<file path="config.mk">
export PLATFORM = sky130hd
export DESIGN_NAME = uart
export DESIGN_NICKNAME = d
export VERILOG_FILES = /design/src/rtl/uart.sv
export SDC_FILE = /design/constraint.sdc
export NUM_CORES = 1
export LEC_CHECK = 0
export CORE_ASPECT_RATIO = 0.6
export CORE_UTILIZATION = 61
export CTS_CLUSTER_SIZE = 40
export DETAILED_ROUTE_END_ITERATION = 6
export PLACE_DENSITY = 0.84
export SYNTH_ARGS = -nofsm -noshare
export SYNTH_HDL_FRONTEND = slang
export SYNTH_SLANG_ARGS = --single-unit
</file>
<file path="constraint.sdc">
create_clock -name clk -period 2.8 [get_ports clk]
set_input_delay 0.42 -clock clk [delete_from_list [all_inputs] [get_ports clk]]
set_output_delay 0.42 -clock clk [all_outputs]
set_load 0.01 [all_outputs]
</file>
<file path="src/rtl/uart.sv">
// Full-duplex 8N1 UART: independent TX serialiser and RX deserialiser sharing one baud divider.
// Latency: TX frame lasts 10 bit periods after the request; RX strobes at mid-stop-bit, about 2 cycles of sync plus 9.5 bit periods after the start edge.
// Backpressure: none. data_rdy_in is level-sensitive and is only sampled while TX is idle. The RX strobe is a single-cycle pulse with no hold-off.
module uart #(
    parameter int CLOCK_FREQUENCY = 100_000_000,
    parameter int BAUD_RATE       = 115_200,
    parameter int DATA_BITS       = 8
) (
    input  logic                 clk,
    input  logic                 nrst_in,
    input  logic                 data_rdy_in,
    input  logic [DATA_BITS-1:0] tx_data_in,
    output logic                 tx_done_out,
    output logic                 tx_serial_out,
    input  logic                 rx_serial_in,
    output logic [DATA_BITS-1:0] rx_data_out,
    output logic                 data_rdy_out
);
    localparam int CLKS_PER_BIT = CLOCK_FREQUENCY / BAUD_RATE;
    localparam int CW           = $clog2(CLKS_PER_BIT);
    localparam int BW           = (DATA_BITS > 1) ? $clog2(DATA_BITS) : 1;
    localparam logic [CW-1:0] CNT_LAST  = CW'(CLKS_PER_BIT - 1);
    localparam logic [CW-1:0] HALF_LAST = CW'(CLKS_PER_BIT / 2 - 1);
    localparam logic [BW-1:0] BIT_LAST  = BW'(DATA_BITS - 1);

    typedef enum logic [1:0] {IDLE, START, DATA, STOP} state_t;

    state_t                tx_state, tx_state_n;
    logic [CW-1:0]         tx_cnt, tx_cnt_n;
    logic [BW-1:0]         tx_idx, tx_idx_n;
    logic [DATA_BITS-1:0]  tx_sh, tx_sh_n;
    logic                  tx_done_n, tx_line_n;

    always_ff @(posedge clk) begin
        if (!nrst_in) begin
            tx_state      <= IDLE;
            tx_cnt        <= '0;
            tx_idx        <= '0;
            tx_sh         <= '0;
            tx_done_out   <= 1'b0;
            tx_serial_out <= 1'b1;
        end else begin
            tx_state      <= tx_state_n;
            tx_cnt        <= tx_cnt_n;
            tx_idx        <= tx_idx_n;
            tx_sh         <= tx_sh_n;
            tx_done_out   <= tx_done_n;
            tx_serial_out <= tx_line_n;
        end
    end

    always_comb begin
        tx_state_n = tx_state;
        tx_cnt_n   = tx_cnt + CW'(1);
        tx_idx_n   = tx_idx;
        tx_sh_n    = tx_sh;
        tx_done_n  = 1'b0;
        case (tx_state)
            IDLE: begin
                tx_cnt_n = '0;
                if (data_rdy_in) begin
                    tx_sh_n    = tx_data_in;
                    tx_state_n = START;
                end
            end
            START: if (tx_cnt == CNT_LAST) begin
                tx_cnt_n   = '0;
                tx_idx_n   = '0;
                tx_state_n = DATA;
            end
            DATA: if (tx_cnt == CNT_LAST) begin
                tx_cnt_n = '0;
                tx_sh_n  = tx_sh >> 1;
                if (tx_idx == BIT_LAST) tx_state_n = STOP;
                else                    tx_idx_n   = tx_idx + BW'(1);
            end
            STOP: if (tx_cnt == CNT_LAST) begin
                tx_cnt_n   = '0;
                tx_done_n  = 1'b1;
                tx_state_n = IDLE;
            end
            default: tx_state_n = IDLE;
        endcase
        // Pin is registered from the next state so it never glitches on decode.
        tx_line_n = (tx_state_n == START) ? 1'b0 :
                    (tx_state_n == DATA)  ? tx_sh_n[0] : 1'b1;
    end

    state_t                rx_state, rx_state_n;
    logic [1:0]            rx_sync;
    logic                  rx_s;
    logic [CW-1:0]         rx_cnt, rx_cnt_n;
    logic [BW-1:0]         rx_idx, rx_idx_n;
    logic [DATA_BITS-1:0]  rx_sh, rx_sh_n, rx_data_n;
    logic                  rx_rdy_n;

    assign rx_s = rx_sync[1];

    always_ff @(posedge clk) begin
        if (!nrst_in) begin
            rx_sync      <= 2'b11;
            rx_state     <= IDLE;
            rx_cnt       <= '0;
            rx_idx       <= '0;
            rx_sh        <= '0;
            rx_data_out  <= '0;
            data_rdy_out <= 1'b0;
        end else begin
            rx_sync      <= {rx_sync[0], rx_serial_in};
            rx_state     <= rx_state_n;
            rx_cnt       <= rx_cnt_n;
            rx_idx       <= rx_idx_n;
            rx_sh        <= rx_sh_n;
            rx_data_out  <= rx_data_n;
            data_rdy_out <= rx_rdy_n;
        end
    end

    always_comb begin
        rx_state_n = rx_state;
        rx_cnt_n   = rx_cnt + CW'(1);
        rx_idx_n   = rx_idx;
        rx_sh_n    = rx_sh;
        rx_data_n  = rx_data_out;
        rx_rdy_n   = 1'b0;
        case (rx_state)
            IDLE: begin
                rx_cnt_n = '0;
                if (!rx_s) rx_state_n = START;
            end
            // Half-bit qualification rejects short low glitches and centres later samples.
            START: if (rx_cnt == HALF_LAST) begin
                rx_cnt_n   = '0;
                rx_idx_n   = '0;
                rx_state_n = rx_s ? IDLE : DATA;
            end
            DATA: if (rx_cnt == CNT_LAST) begin
                rx_cnt_n = '0;
                rx_sh_n  = {rx_s, rx_sh[DATA_BITS-1:1]};
                if (rx_idx == BIT_LAST) rx_state_n = STOP;
                else                    rx_idx_n   = rx_idx + BW'(1);
            end
            STOP: if (rx_cnt == CNT_LAST) begin
                rx_cnt_n   = '0;
                rx_state_n = IDLE;
                if (rx_s) begin
                    rx_data_n = rx_sh;
                    rx_rdy_n  = 1'b1;
                end
            end
            default: rx_state_n = IDLE;
        endcase
    end
endmodule

</file>
**Yosys cells after proc, flatten, opt, wreduce, memory -nomap -nowiden**

Index checks and enable logic that the tools add are counted.

- Register bits after elaboration: 59
- Input port bits: 12
- Output and inout bits: 11
- Logic and storage cells: 89

- $add $sub $neg: 4
- Eq/ne operators: 23
- Muxes and demuxes: 33
- Reduce and logical (&&, ||, !) cells: 15

Operators by type and width:

| operator | number |
|---|---|
| 2-to-1 mux 10 bit | 3 |
| case mux 10 bit (3 select lines) | 1 |
| 2-to-1 mux 2 bit | 11 |
| adder 10 x 1 -> 10 bit (second input constant) | 2 |
| == test 10 bit (second input constant) | 2 |
| != test 2 bit (second input constant) | 10 |
| case mux 10 bit (2 select lines) | 1 |
| 2-to-1 mux 3 bit | 6 |
| 2-to-1 mux 8 bit | 2 |
| case mux 2 bit (4 select lines) | 2 |
| case mux 8 bit (2 select lines) | 1 |
| case mux 3 bit (2 select lines) | 2 |
| == test 10 x 9 -> 1 bit (second input constant) | 1 |
| == test 2 bit (second input constant) | 5 |
| AND reduction 3 bit | 3 |
| AND reduction 4 bit | 2 |
| adder 3 x 1 -> 3 bit (second input constant) | 2 |
| == test 2 x 1 -> 1 bit (second input constant) | 3 |
| == test 3 bit (second input constant) | 2 |
| nonzero test 2 bit | 3 |
| AND reduction 5 bit | 1 |
| logical NOT 2 bit | 2 |
| 2-to-1 mux 1 bit | 4 |
| AND reduction 2 bit | 2 |
| other kinds (2) | 2 |

**Logic depth before layout (Yosys ltp)**

- Depth after elaboration: 7
- Mapped depth: 8
- Depth with buffers taken out: 7

**Least setup slack after synthesis**

No wires, ideal clock.

- Path type: reg-to-reg
- From: reg tx_cnt[0]
- To: reg tx_cnt[2]
- Setup time: 64 ps
- Data arrival time: 1,743 ps
- Data required time: 2,736 ps
- Setup slack: 993 ps
- Stages on the path, launching flop included: 8
- Buffers on the path: 2
- Period minus slack after synthesis: 1,807 ps
- Cell sequence: dfxtp_1 > ha_1 > and4b_1 > and3_1 > buf_2 > or3b_2 > buf_2 > nor2_1

- Longest elaborated chain between the ends: 3
- Elaborated cells on any way between the ends: 4
- Those cells by class: add/sub (1); eq/ne (1); mux (2)

RTL lines:

| element | line | RTL |
|---|---|---|
| start, declared | 29 | `logic [CW-1:0] tx_cnt, tx_cnt_n;` |
| start signal, assigned | 44 | `tx_cnt <= tx_cnt_n;` |
| adder 10 x 1 -> 10 bit / == test 10 bit (equally long branches) | n/a |  |
| 2-to-1 mux 10 bit * | 66, 71, 77 |  |
| case mux 10 bit (2 select lines) * | 58 | `case (tx_state)` |

Mark *: on every way between the ends. The rest lies on a longest branch, timed or not.
A chain may end at the register's enable or synchronous reset.

**Final worst setup path**

- From: reg rx_cnt[0]
- To: reg rx_data_out[1]

- Longest elaborated chain between the ends: 2

RTL lines:

| element | line | RTL |
|---|---|---|
| start, declared | 92 | `logic [CW-1:0] rx_cnt, rx_cnt_n;` |
| start signal, assigned | 111 | `rx_cnt <= rx_cnt_n;` |
| == test 10 bit | 143 | `STOP: if (rx_cnt == CNT_LAST) begin` |
| AND reduction 3 bit (no line) | n/a |  |
| end signal, assigned | 114 | `rx_data_out <= rx_data_n;` |
| end, declared | 16 | `output logic [DATA_BITS-1:0] rx_data_out,` |

Every way passes these cells.

==> results.toml <==
[status]
status = "complete, no violations"

[yosys]
yosysSeqAreaShare_pct = 45.7
synth_top_area_share_pct = 45.7
synth_cells = 282
synthTopCellsByArea = "dfxtp_1 46%, a21boi_0 5.8%, nand3_1 5.6%, mux2i_1 4.7%, nor2_1 4.5%"
synth-main-ff-cell = "dfxtp_1"
synth_cell_types = 39
syn-num-nets = 301
ys_async_sr_fraction_pct = 0
synthesis.area_um2 = 2580
syn_avg_cell_area_um2 = 9.16
synth_top_area_cell = "dfxtp_1"
yosys_warnings = 0
ys_ff_latch = 59
synth_edf_count = 0

[floorplanning]
core_area_um2 = 3850
fp.dieH_um = 52.4
dieArea_um2 = 4510
start_util_pct = 67.1
ios = 23
die_w_um = 86
rows = 17

[sta]
worst_pin_slew_ns = 0.559
fin_crit_ns = 2.13
fin_skew_ns = 0.00747
hold_viol = 0
final.period_utilization_pct = 76.1
rsz0062_at_grt = "no"
finalMaxSlewViolations = 0
setup_viol = 0
slew_headroom_pct = 62.4
setup-tns-final_ns = 0
fmax_mhz = 469

[clock_network]
cts_num_sinks = 59
clk_pin_slew_ns = 0.06
htreeDepth = 3
cts_made_buffers = 9
clk_latency_ns = 0.33
clk_path_buf_depth = 2
cts-resized-gates = 0
post_cts_buffers = 0
cts_root_buf = "clkbuf_8"
cts_hold_buf = 0
cts_tree = "built"

[hold_path]
holdPathEnd = "rx_sync[1]"
hp-class = "reg -> reg"
hold_depth = 1
hp-start = "rx_sync[0]"

[layout]
fin_util_pct = 80.0
syn_to_final_growth_pct = 19.3
fillCellCount = 264
antenna_cells = 0
nets = 324
final_layout_size_suffix_gt1_share_pct = 7.10

[route]
drcViolationCount = 0
firstDrtPassIters = 5
vias = 2083
drtIter0Drc = 146
ant_nets = 0
wl_per_cell_um = 14.8
viasPerCell = 5.68
drt-total-wl_mm = 5.42

[pwr]
leakagePower_nw = 1.06
switchingPower_w = 0.000362
p_sw_share_pct = 19.4
irDropWorstVdd_mv = 0.505
p_per_area_nw_per_um2 = 605
p_clk_share_pct = 50.0
comb_power_share_pct = 3.8
intPower_w = 0.00150
seq_power_share_pct = 46.2

[grt]
grt_pass1_wl_mm = 8.85
grtUsageTotal_pct = 27.0
overflow = 0
first_global_vias = 1827
grt_antenna_before_repair = 0
grt_max_degree = 24

[worst_setup_path]
cpPeakStageDelay_ns = 0.55
endpoint_kind = "flop"
critPathMaxFanout = 9
path_buf_inv = 0
cp_data_arrival_time_ns = 2.36
critPathKind = "reg -> reg"
path_delay_family = "simple AND/OR/NAND/NOR gates"
worst_setup_path_start_kind = "flop"
r2r_cells = 6
r2r_start = "rx_cnt[0]"
rrSetupSlack_ns = 0.67
crit-reg2reg-capture = "rx_data_out[1]"
worstPathRequired_ns = 3.03
crit_slowest_cell = "and4_1"
path_cells = "ha_1 -> nand4_1 -> nor4_4 -> and4_1 -> mux2i_1 -> nor2b_1"

[placement]
place.gp.congestion = 0.780
post-dp-hpwl_mm = 3.57
portBuffers = 22

[run]
cap_violations = 0
-- worst register-to-register path, stage by stage, from the launching register on --
cell	delay (ns)
dfxtp_1	0.42
ha_1	0.26
nand4_1	0.24
nor4_4	0.21
and4_1	0.55
mux2i_1	0.26
nor2b_1	0.07
-- cell type report --
| class | count | area (um^2) | share of cell area [%] |
|---|---|---|---|
| clock buffer | 11 | 141 | 4.59 |
| clock inverter | 5 | 100 | 3.25 |
| inverter | 3 | 11.3 | 0.366 |
| multi-input combinational | 206 | 1330 | 43.0 |
| sequential | 59 | 1180 | 38.3 |
| tap | 57 | 71.3 | 2.32 |
| timing repair buffer | 26 | 250 | 8.12 |
-- layer usage --
layer  track usage (%)  share of wire [%]  up-vias  wire length (um)
met4              10.8                1.5        0                84
met5                 0                  0        -                 0
met2              41.7                 45       87              2440
li1                  -                  -     1023                 -
met1              34.9                 47      960              2540
met3              9.45                6.6       13               356
-- kinds of logic after synthesis --
| group | after synthesis | share of synthesized area [%] |
|---|---|---|
| adder cells (fa/ha/maj) | 7 | 3.39 |
| multiplexers | 12 | 4.65 |
| AND/OR/NAND/NOR | 132 | 26.4 |
| XOR/XNOR | 17 | 5.77 |
| AO/OA/AOI/OAI | 38 | 11.1 |
| buffers and inverters | 17 | 2.96 |
| flip-flops | 59 | 45.7 |
-- stage by stage --
step                cells  area, um^2  hold WS (ns)  power (W)  setup WS [ns]
floorplan             282        2580         0.386   0.000918          0.993
global placement      351        2840         0.394   0.000947          0.807
detailed placement    351        2840         0.398   0.000949          0.682
CTS                   367        3080         0.418    0.00188          0.669
global route          367        3080         0.466    0.00193          0.529
finish                367        3080         0.417    0.00186          0.670
-- cells in the mapped netlist, drive strengths merged, types with 3 or more instances --
master	n
nor2b	11
ha	7
mux2i	12
a22oi	6
xnor2	8
clkbuf	9
inv	3
buf	5
nor4	3
a21boi	20
dfxtp	59
nand3	29
nand4	4
and2	6
xor2	9
nand2	26
nand2b	6
and3	6
nor2	31
-- state kept, by name, indices dropped and copies added (netlist names), named ones only --
signal,flops
rx_sh,8
rx_idx,3
data_rdy_out,1
tx_cnt,10
rx_data_out,8
tx_done_out,1
rx_state,1
rx_cnt,10
tx_serial_out,1
tx_state,2
rx_sync,2
tx_sh,8
tx_idx,3
-- worst max path at each step --
stage / start / end / cells after the start
4_1_cts: rx_cnt[0] / rx_data_out[1] / 6
3_3_place_gp: data_rdy_in / tx_serial_out / 6
2_1_floorplan: tx_cnt[0] / tx_cnt[2] / 7
3_5_place_dp: rx_cnt[0] / rx_data_out[1] / 6
6_report: rx_cnt[0] / rx_data_out[1] / 6
5_1_grt: rx_cnt[0] / rx_data_out[5] / 6
-- placed cells by master (no fill, tap or decap), types with 7 or more instances in the layout --
cell	count
nor2b_1	11
mux2i_1	12
xnor2_1	8
a21boi_0	20
nor2_1	31
clkbuf_8	10
dfxtp_1	59
nand3_1	29
ha_1	7
xor2_1	9
clkdlybuf4s50_1	22
nand2_1	26
-- power groups by stage --
stage,clock [W],combinational (W),sequential (W)
6_report,0.000932,0.0000703,0.000862
3_5_place_dp,0,0.0000689,0.000880
3_3_place_gp,0,0.0000674,0.000879
4_1_cts,0.000945,0.0000699,0.000861
5_1_grt,0.000986,0.0000778,0.000863
2_1_floorplan,0,0.0000407,0.000877
(Power assumes the default switching activity.)
